==> config.mk <==
export PLATFORM = sky130hd
export DESIGN_NAME = lfsr_coord_gen
export DESIGN_NICKNAME = d
export VERILOG_FILES = /design/src/rtl/lfsr_coord_gen.sv
export SDC_FILE = /design/constraint.sdc
export NUM_CORES = 1
export LEC_CHECK = 0
export BUFFER_PORTS_ARGS = -buffer_cell sky130_fd_sc_hd__buf_4
export CAP_MARGIN = 20
export CORE_MARGIN = 2
export CORE_UTILIZATION = 53
export CTS_BUF_LIST = sky130_fd_sc_hd__clkbuf_8 sky130_fd_sc_hd__clkbuf_16
export CTS_CLUSTER_DIAMETER = 40
export CTS_CLUSTER_SIZE = 20
export DETAILED_ROUTE_END_ITERATION = 16
export PLACE_DENSITY_LB_ADDON = 0.25
export REMOVE_ABC_BUFFERS = 1
export SLEW_MARGIN = 20
export SYNTH_ARGS = -nofsm -noshare
export SYNTH_HDL_FRONTEND = slang
export SYNTH_SLANG_ARGS = --single-unit
==> constraint.sdc <==
create_clock -name Clk -period 2.6 [get_ports Clk]
set_input_delay 0.26 -clock Clk [delete_from_list [all_inputs] [get_ports Clk]]
set_output_delay 0.26 -clock Clk [all_outputs]
set_load 0.02 [all_outputs]
==> src/rtl/lfsr_coord_gen.sv <==
// Pseudo-random (x, y) grid coordinate generator: free-running Fibonacci LFSR plus a
// rejection-sampling draw FSM that probes board occupancy. Define LFSR_SEED_MIX_EN to mix seed_in into the feedback.
module lfsr_coord_gen #(
  parameter int                WIDTH      = 10,
  parameter logic [WIDTH-1:0]  TAPS       = 10'h240,
  parameter logic [WIDTH-1:0]  RESET_SEED = 10'h00F,
  parameter int                X_MAX      = 40,
  parameter int                Y_MAX      = 30,
  parameter int                SHIFTS     = 10,
  parameter int                MAX_TRIES  = 15,
  localparam int               XW         = $clog2(X_MAX),
  localparam int               YW         = $clog2(Y_MAX)
) (
  input  logic             Clk,
  input  logic             reset,
  input  logic             seed_in,
  input  logic             req,
  output logic             busy,
  output logic             valid,
  output logic [XW-1:0]    x_out,
  output logic [YW-1:0]    y_out,
  output logic             fail,
  output logic [XW-1:0]    probe_x,
  output logic [YW-1:0]    probe_y,
  input  logic             probe_occupied,
  output logic [WIDTH-1:0] lfsr_state
);

  localparam int CW = (SHIFTS > 1) ? $clog2(SHIFTS) : 1;
  localparam int TW = (MAX_TRIES > 0) ? $clog2(MAX_TRIES + 1) : 1;
  // Bounds may equal 2^XW / 2^YW, so compare with one extra bit.
  localparam logic [XW:0] X_LIM = (XW+1)'(X_MAX);
  localparam logic [YW:0] Y_LIM = (YW+1)'(Y_MAX);

  typedef enum logic [2:0] {
    S_IDLE,
    S_SHIFT_X,
    S_SHIFT_Y,
    S_CHECK,
    S_DONE
  } state_t;

  state_t           r_state;
  logic [WIDTH-1:0] r_lfsr;
  logic [CW-1:0]    r_cnt;
  logic [TW-1:0]    r_tries;
  logic             r_busy;
  logic             r_valid;
  logic             r_fail;
  logic [XW-1:0]    r_x_out;
  logic [YW-1:0]    r_y_out;
  logic [XW-1:0]    r_probe_x;
  logic [YW-1:0]    r_probe_y;

  logic             w_fb;
  logic [WIDTH-1:0] w_lfsr_next;
  logic [XW-1:0]    w_cand_x;
  logic [YW-1:0]    w_cand_y;
  logic             w_x_ok;
  logic             w_y_ok;
  logic             w_cnt_last;
  logic             w_tries_left;

`ifdef LFSR_SEED_MIX_EN
  always_comb begin
    w_fb        = (^(r_lfsr & TAPS)) ^ seed_in;
    w_lfsr_next = {r_lfsr[WIDTH-2:0], w_fb};
    if (w_lfsr_next == '0)
      w_lfsr_next = RESET_SEED;
  end
`else
  logic w_unused_seed;
  assign w_unused_seed = seed_in;

  always_comb begin
    w_fb        = ^(r_lfsr & TAPS);
    w_lfsr_next = {r_lfsr[WIDTH-2:0], w_fb};
    if (w_lfsr_next == '0)
      w_lfsr_next = RESET_SEED;
  end
`endif

  assign w_cand_x     = r_lfsr[XW-1:0];
  assign w_cand_y     = r_lfsr[YW-1:0];
  assign w_x_ok       = {1'b0, w_cand_x} < X_LIM;
  assign w_y_ok       = {1'b0, w_cand_y} < Y_LIM;
  assign w_cnt_last   = (r_cnt == CW'(SHIFTS - 1));
  assign w_tries_left = (r_tries < TW'(MAX_TRIES));

  always_ff @(posedge Clk or posedge reset) begin
    if (reset) begin
      r_state   <= S_IDLE;
      r_lfsr    <= RESET_SEED;
      r_cnt     <= '0;
      r_tries   <= '0;
      r_busy    <= 1'b0;
      r_valid   <= 1'b0;
      r_fail    <= 1'b0;
      r_x_out   <= '0;
      r_y_out   <= '0;
      r_probe_x <= '0;
      r_probe_y <= '0;
    end else begin
      r_lfsr  <= w_lfsr_next;
      r_valid <= 1'b0;
      case (r_state)
        S_IDLE: begin
          if (req) begin
            r_state <= S_SHIFT_X;
            r_cnt   <= '0;
            r_tries <= '0;
            r_busy  <= 1'b1;
          end
        end
        S_SHIFT_X: begin
          // Out-of-range samples restart the shift window without costing a try.
          if (w_cnt_last) begin
            r_cnt <= '0;
            if (w_x_ok) begin
              r_probe_x <= w_cand_x;
              r_state   <= S_SHIFT_Y;
            end
          end else begin
            r_cnt <= r_cnt + CW'(1);
          end
        end
        S_SHIFT_Y: begin
          if (w_cnt_last) begin
            r_cnt <= '0;
            if (w_y_ok) begin
              r_probe_y <= w_cand_y;
              r_state   <= S_CHECK;
            end
          end else begin
            r_cnt <= r_cnt + CW'(1);
          end
        end
        S_CHECK: begin
          if (probe_occupied && w_tries_left) begin
            r_tries <= r_tries + TW'(1);
            r_cnt   <= '0;
            r_state <= S_SHIFT_X;
          end else begin
            r_fail  <= probe_occupied;
            r_x_out <= r_probe_x;
            r_y_out <= r_probe_y;
            r_valid <= 1'b1;
            r_state <= S_DONE;
          end
        end
        S_DONE: begin
          r_busy  <= 1'b0;
          r_state <= S_IDLE;
        end
        default: begin
          r_busy  <= 1'b0;
          r_state <= S_IDLE;
        end
      endcase
    end
  end

  assign busy       = r_busy;
  assign valid      = r_valid;
  assign fail       = r_fail;
  assign x_out      = r_x_out;
  assign y_out      = r_y_out;
  assign probe_x    = r_probe_x;
  assign probe_y    = r_probe_y;
  assign lfsr_state = r_lfsr;

endmodule

# Word-level counts from Yosys, hierarchy flattened

Index checks and enable logic that the tools add are counted.

Bits in registers: 46
Input port bits: 5
Output and inout bits: 35
Logic and storage cells: 61

Add/subtract/negate cells: 2
$lt $le $gt $ge: 3
Eq/ne operators: 10
Mux-type cells: 18
Bitwise logic cells: 2
Reduce and logical (&&, ||, !) cells: 15

Operators by type and width:

| cell                                           | number |
|---|---|
| two-way mux 3 bit                              | 6 |
| two-way mux 4 bit                              | 4 |
| != test 2 bit (second input constant)          | 6 |
| one-hot mux 3 bit (4 select lines)             | 1 |
| one-hot mux 4 bit (3 select lines)             | 1 |
| AND reduction 3 bit                            | 4 |
| zero test 10 bit                               | 1 |
| two-way mux 10 bit                             | 1 |
| parity 10 bit                                  | 1 |
| adder 4 x 1 -> 4 bit (second input constant)   | 2 |
| one-hot mux 4 bit (2 select lines)             | 1 |
| == test 3 x 2 -> 1 bit (second input constant) | 2 |
| < comparator 6 bit (second input constant)     | 1 |
| < comparator 5 bit (second input constant)     | 1 |
| AND reduction 5 bit                            | 1 |
| == test 4 bit (second input constant)          | 1 |
| < comparator 4 bit (second input constant)     | 1 |
| AND reduction 2 bit                            | 2 |
| == test 3 x 1 -> 1 bit (second input constant) | 1 |
| zero test 3 bit                                | 1 |
| two-way mux 1 bit                              | 3 |
| nonzero test 3 bit                             | 1 |
| OR reduction 3 bit                             | 1 |
| NOT 1 bit                                      | 2 |
| 4 further kinds                                | 4 |

# Longest topological paths before layout

Depth after elaboration: 4
Depth in mapped cells: 6
Gate-level depth less buffers: 6

# Worst setup path before layout

No wires, ideal clock.

Path type: flip-flop to flip-flop
From: reg r_cnt[1]
To: reg r_probe_y[0], in the netlist probe_y[0]
Library setup time: 125 ps
Arrival time: 1,705 ps
Data required time: 2,475 ps
Slack: 770 ps
Stages on the path, launching flop included: 7
Buffers on the path: 0
Period minus slack after synthesis: 1,830 ps
Cell sequence: dfrtp_1 inv_1 ha_1 and3b_2 or3b_4 a41oi_4 mux2_4

Longest elaborated chain between the ends: 2

Ends and longest elaborated chain:

| element                       | RTL line | RTL |
|---|---|---|
| start, declared               | 45       | `logic [CW-1:0] r_cnt;` |
| start signal, assigned        | 124      | `r_cnt <= r_cnt + CW'(1);` |
| start signal, assigned        | 135      | `r_cnt <= r_cnt + CW'(1);` |
| == test 4 bit                 | 87       | `assign w_cnt_last = (r_cnt == CW'(SHIFTS - 1));` |
| AND reduction 3 bit (no line) | -        |  |
| end signal, assigned          | 131      | `r_probe_y <= w_cand_y;` |
| end, declared                 | 53       | `logic [YW-1:0] r_probe_y;` |

No other way between the ends.
A chain may end at the register's enable or synchronous reset.

# Worst setup path after layout

Ends and elaborated chain as after synthesis.

==> reports/results.ini <==
[outcome]
status = finished, final reports clean

[power_and_ir_drop]
pwr-share-seq_pct = 43.0
p_int_mw = 1.633
combPwrFrac_pct = 35.8
p_sw_share_pct = 34.72
p_switching_mw = 0.8687
p_clk_share_pct = 21.3
ir_drop_v = 0.0006135
p_per_area_nw_per_um2 = 1068
p_total_mw = 2.502
power_leakage_nw = 1.095

[finish]
antenna_cells = 0
nets = 193
finalCoreUtilization_pct = 68.61
fin_cells = 232
area_delta_synth_final_pct = 22.02
drive_gt1_share_pct = 42.47

[flow_run]
drv_cap = 0

[synth]
synth_top_flop_cell = dfrtp_1
ys_seq_elements = 46
async_flop_share_pct = 100.0
netlist_area_um2 = 1921
yosys.area.top_type = dfrtp_1
synth_commonest_cells = dfrtp_1, mux2_2, nand2_1, nand3_1
yosysSeqAreaShare_pct = 60.20
postSynthCellCount = 148
ys_types = 39
avgSynthCellArea_um2 = 12.98
yosys-top-cells-area = dfrtp_1, mux2_2, dfstp_2, ha_1, nand3_1
synth_top_area_share_pct = 54.72
synth_edf_count = 0
yosysMostFrequentCell = dfrtp_1
ys.warnings.count = 0

[placement]
io_buffers = 38
pre_cts_ws_ns = 0.6411
placed_cells = 224
dp_hpwl_um = 2633
gp_congestion = 0.7259

[worst_setup_path]
reg2reg_to = probe_y[0]
worstPathArrival_ns = 2.16
critical-path-top-delay-family = simple AND/OR/NAND/NOR gates
endpoint_kind = register
critical_path.max_fanout = 5
crit_buf_inv = 1
cp-start-kind = register
critPathRequiredTime_ns = 2.79
max_stage_delay_ns = 0.43
slowest_stage = or3b_4
r2r-start = r_cnt[1]
path_cells = inv_1, ha_1, and3b_2, or3b_4, a41oi_4, mux2_4
r2r_setup_slack_ns = 0.63
reg2regPathDepth = 6
path_class = register to register

[clock_tree]
clock_path_buffers = 2
clockRootBuffer = clkbuf_8
holdBufCountCts = 0
cts.sinks = 46
clkLatencyLatePin_ns = 0.30
cts_buffers = 5
htreeDepth = 2
clk_pin_slew_ns = 0.09
cts_tree = built
cts_resized = 0
postCtsSetupBuffers = 0

[route]
drc = 0
first_iter_violations = 74
drt_first_pass_iters = 4
final_antenna_net_count = 0
post_drt_wl_per_cell_um = 15.89
vias_per_cell = 5.534
num_vias = 1284
wirelength_um = 3687

[floorplanning]
dieArea_um2 = 4121
die_h_um = 64.20
fp.dieW_um = 64.20
coreArea_um2 = 3416
ios = 40
start_util_pct = 56.23
rows = 21

[worst_hold_path]
hp-class = input port to async pin

[sta]
rsz0062_at_grt = no
fin_skew_ns = 0.005500
clock.fmax_ghz = 0.5066
finalCriticalPeriod_ns = 1.974
setup-violations-final = 0
fin_crit_sh_pct = 75.93
hold_viol_final = 0
drv_slew = 0
fin_ws_ns = 0.6259
timing.slew.headroom_pct = 38.38
max_slew.worst_pin.slew_ns = 0.9186
final.setup.tns_ns = 0

[grt]
grt_pass1_wl_um = 5996
antenna_found_initial = 0
top_usage_layer = met2
grtUsageMet1_pct = 24.41
grt_overflow = 0
grt_usage_pct = 19.10
use_met2_pct = 32.29
grtUsageMet3_pct = 4.754
first_global_vias = 1279
grt_max_degree = 28

[worst reg2reg max path: cells and delay by family (launching register included)]
family | cells | cell delay [ns]
AND/OR/NAND/NOR | 2 | 0.66
adder cells (fa/ha/maj) | 1 | 0.13
flip-flops | 1 | 0.42
AO/OA/AOI/OAI | 1 | 0.26
multiplexers | 1 | 0.33
buffers and inverters | 1 | 0.07
[kinds of logic (layout without fill, tap and decap cells)]
| group | count (synthesis) | in the layout | share of synthesized area [%] |
|---|---|---|---|
| compound gates | 25 | 25 | 10.62 |
| simple gates | 39 | 39 | 11.86 |
| fa+ha+maj | 3 | 3 | 1.955 |
| buf+inv | 14 | 52 | 3.257 |
| xor+xnor | 3 | 3 | 1.368 |
| flops | 46 | 46 | 60.20 |
| mux | 18 | 18 | 10.75 |
[cells in the final DEF (no fill, tap or decap), types with 4 or more instances in the layout]
cell type  Yosys  routed
a21oi_1        4       4
buf_4          2      40
clkbuf_8       0       5
dfrtp_1       42      42
dfstp_2        4       4
mux2_2        17      17
nand2_1        7       7
nand2b_1       4       4
nand3_1        7       7
nor2_1         5       5
o21ai_0        6       6
[cell type report]
type	count	area (µm²)
clock buffer	5	68.82
clock inverter	3	43.79
fill	266	1072
inverter	4	15.01
multi-input combinational	88	701.9
sequential	46	1156
tap	46	57.56
timing repair buffer	40	300.3
[per-layer routing]
metal	vias up	wire, µm
li1	601	-
met1	633	1617
met2	45	1845
met3	5	179
met4	0	44
met5	-	0
[power by group through the flow]
stage                     clock [mW]  sequential [mW]  combinational, mW
after floorplan                    0             1.23              0.407
after global placement             0             1.07              0.870
after detailed placement           0             1.09              0.905
after CTS                      0.543             1.08              0.908
after global routing           0.577             1.11              0.967
final                          0.532             1.07              0.895
[metrics by stage]
step	cell area [µm²]	hold slack [ns]
floorplan	1873	0.3467
global placement	2231	0.3637
detailed placement	2231	0.3939
CTS	2344	0.06332
global route	2344	0.09359
finish	2344	0.04326
[flip-flops by register name, summed over array words and instances (netlist names)]
register,count
y_out,5
r_state,3
valid,1
lfsr_state,10
x_out,6
fail,1
probe_y,5
r_cnt,4
probe_x,6
busy,1
r_tries,4
[worst max path at each step]
stage / startpoint / endpoint / slack [ns] / depth (start not counted)
6_report: r_cnt[1] / probe_y[0] / 0.63 / 6
5_1_grt: r_cnt[1] / probe_y[0] / 0.53 / 6
4_1_cts: r_cnt[1] / probe_y[0] / 0.62 / 6
3_5_place_dp: r_cnt[1] / probe_y[0] / 0.64 / 6
3_3_place_gp: r_cnt[1] / probe_y[0] / 0.69 / 6
2_1_floorplan: r_tries[0] / x_out[0] / 0.69 / 4
Note: power is estimated with default switching activity, not from simulation.
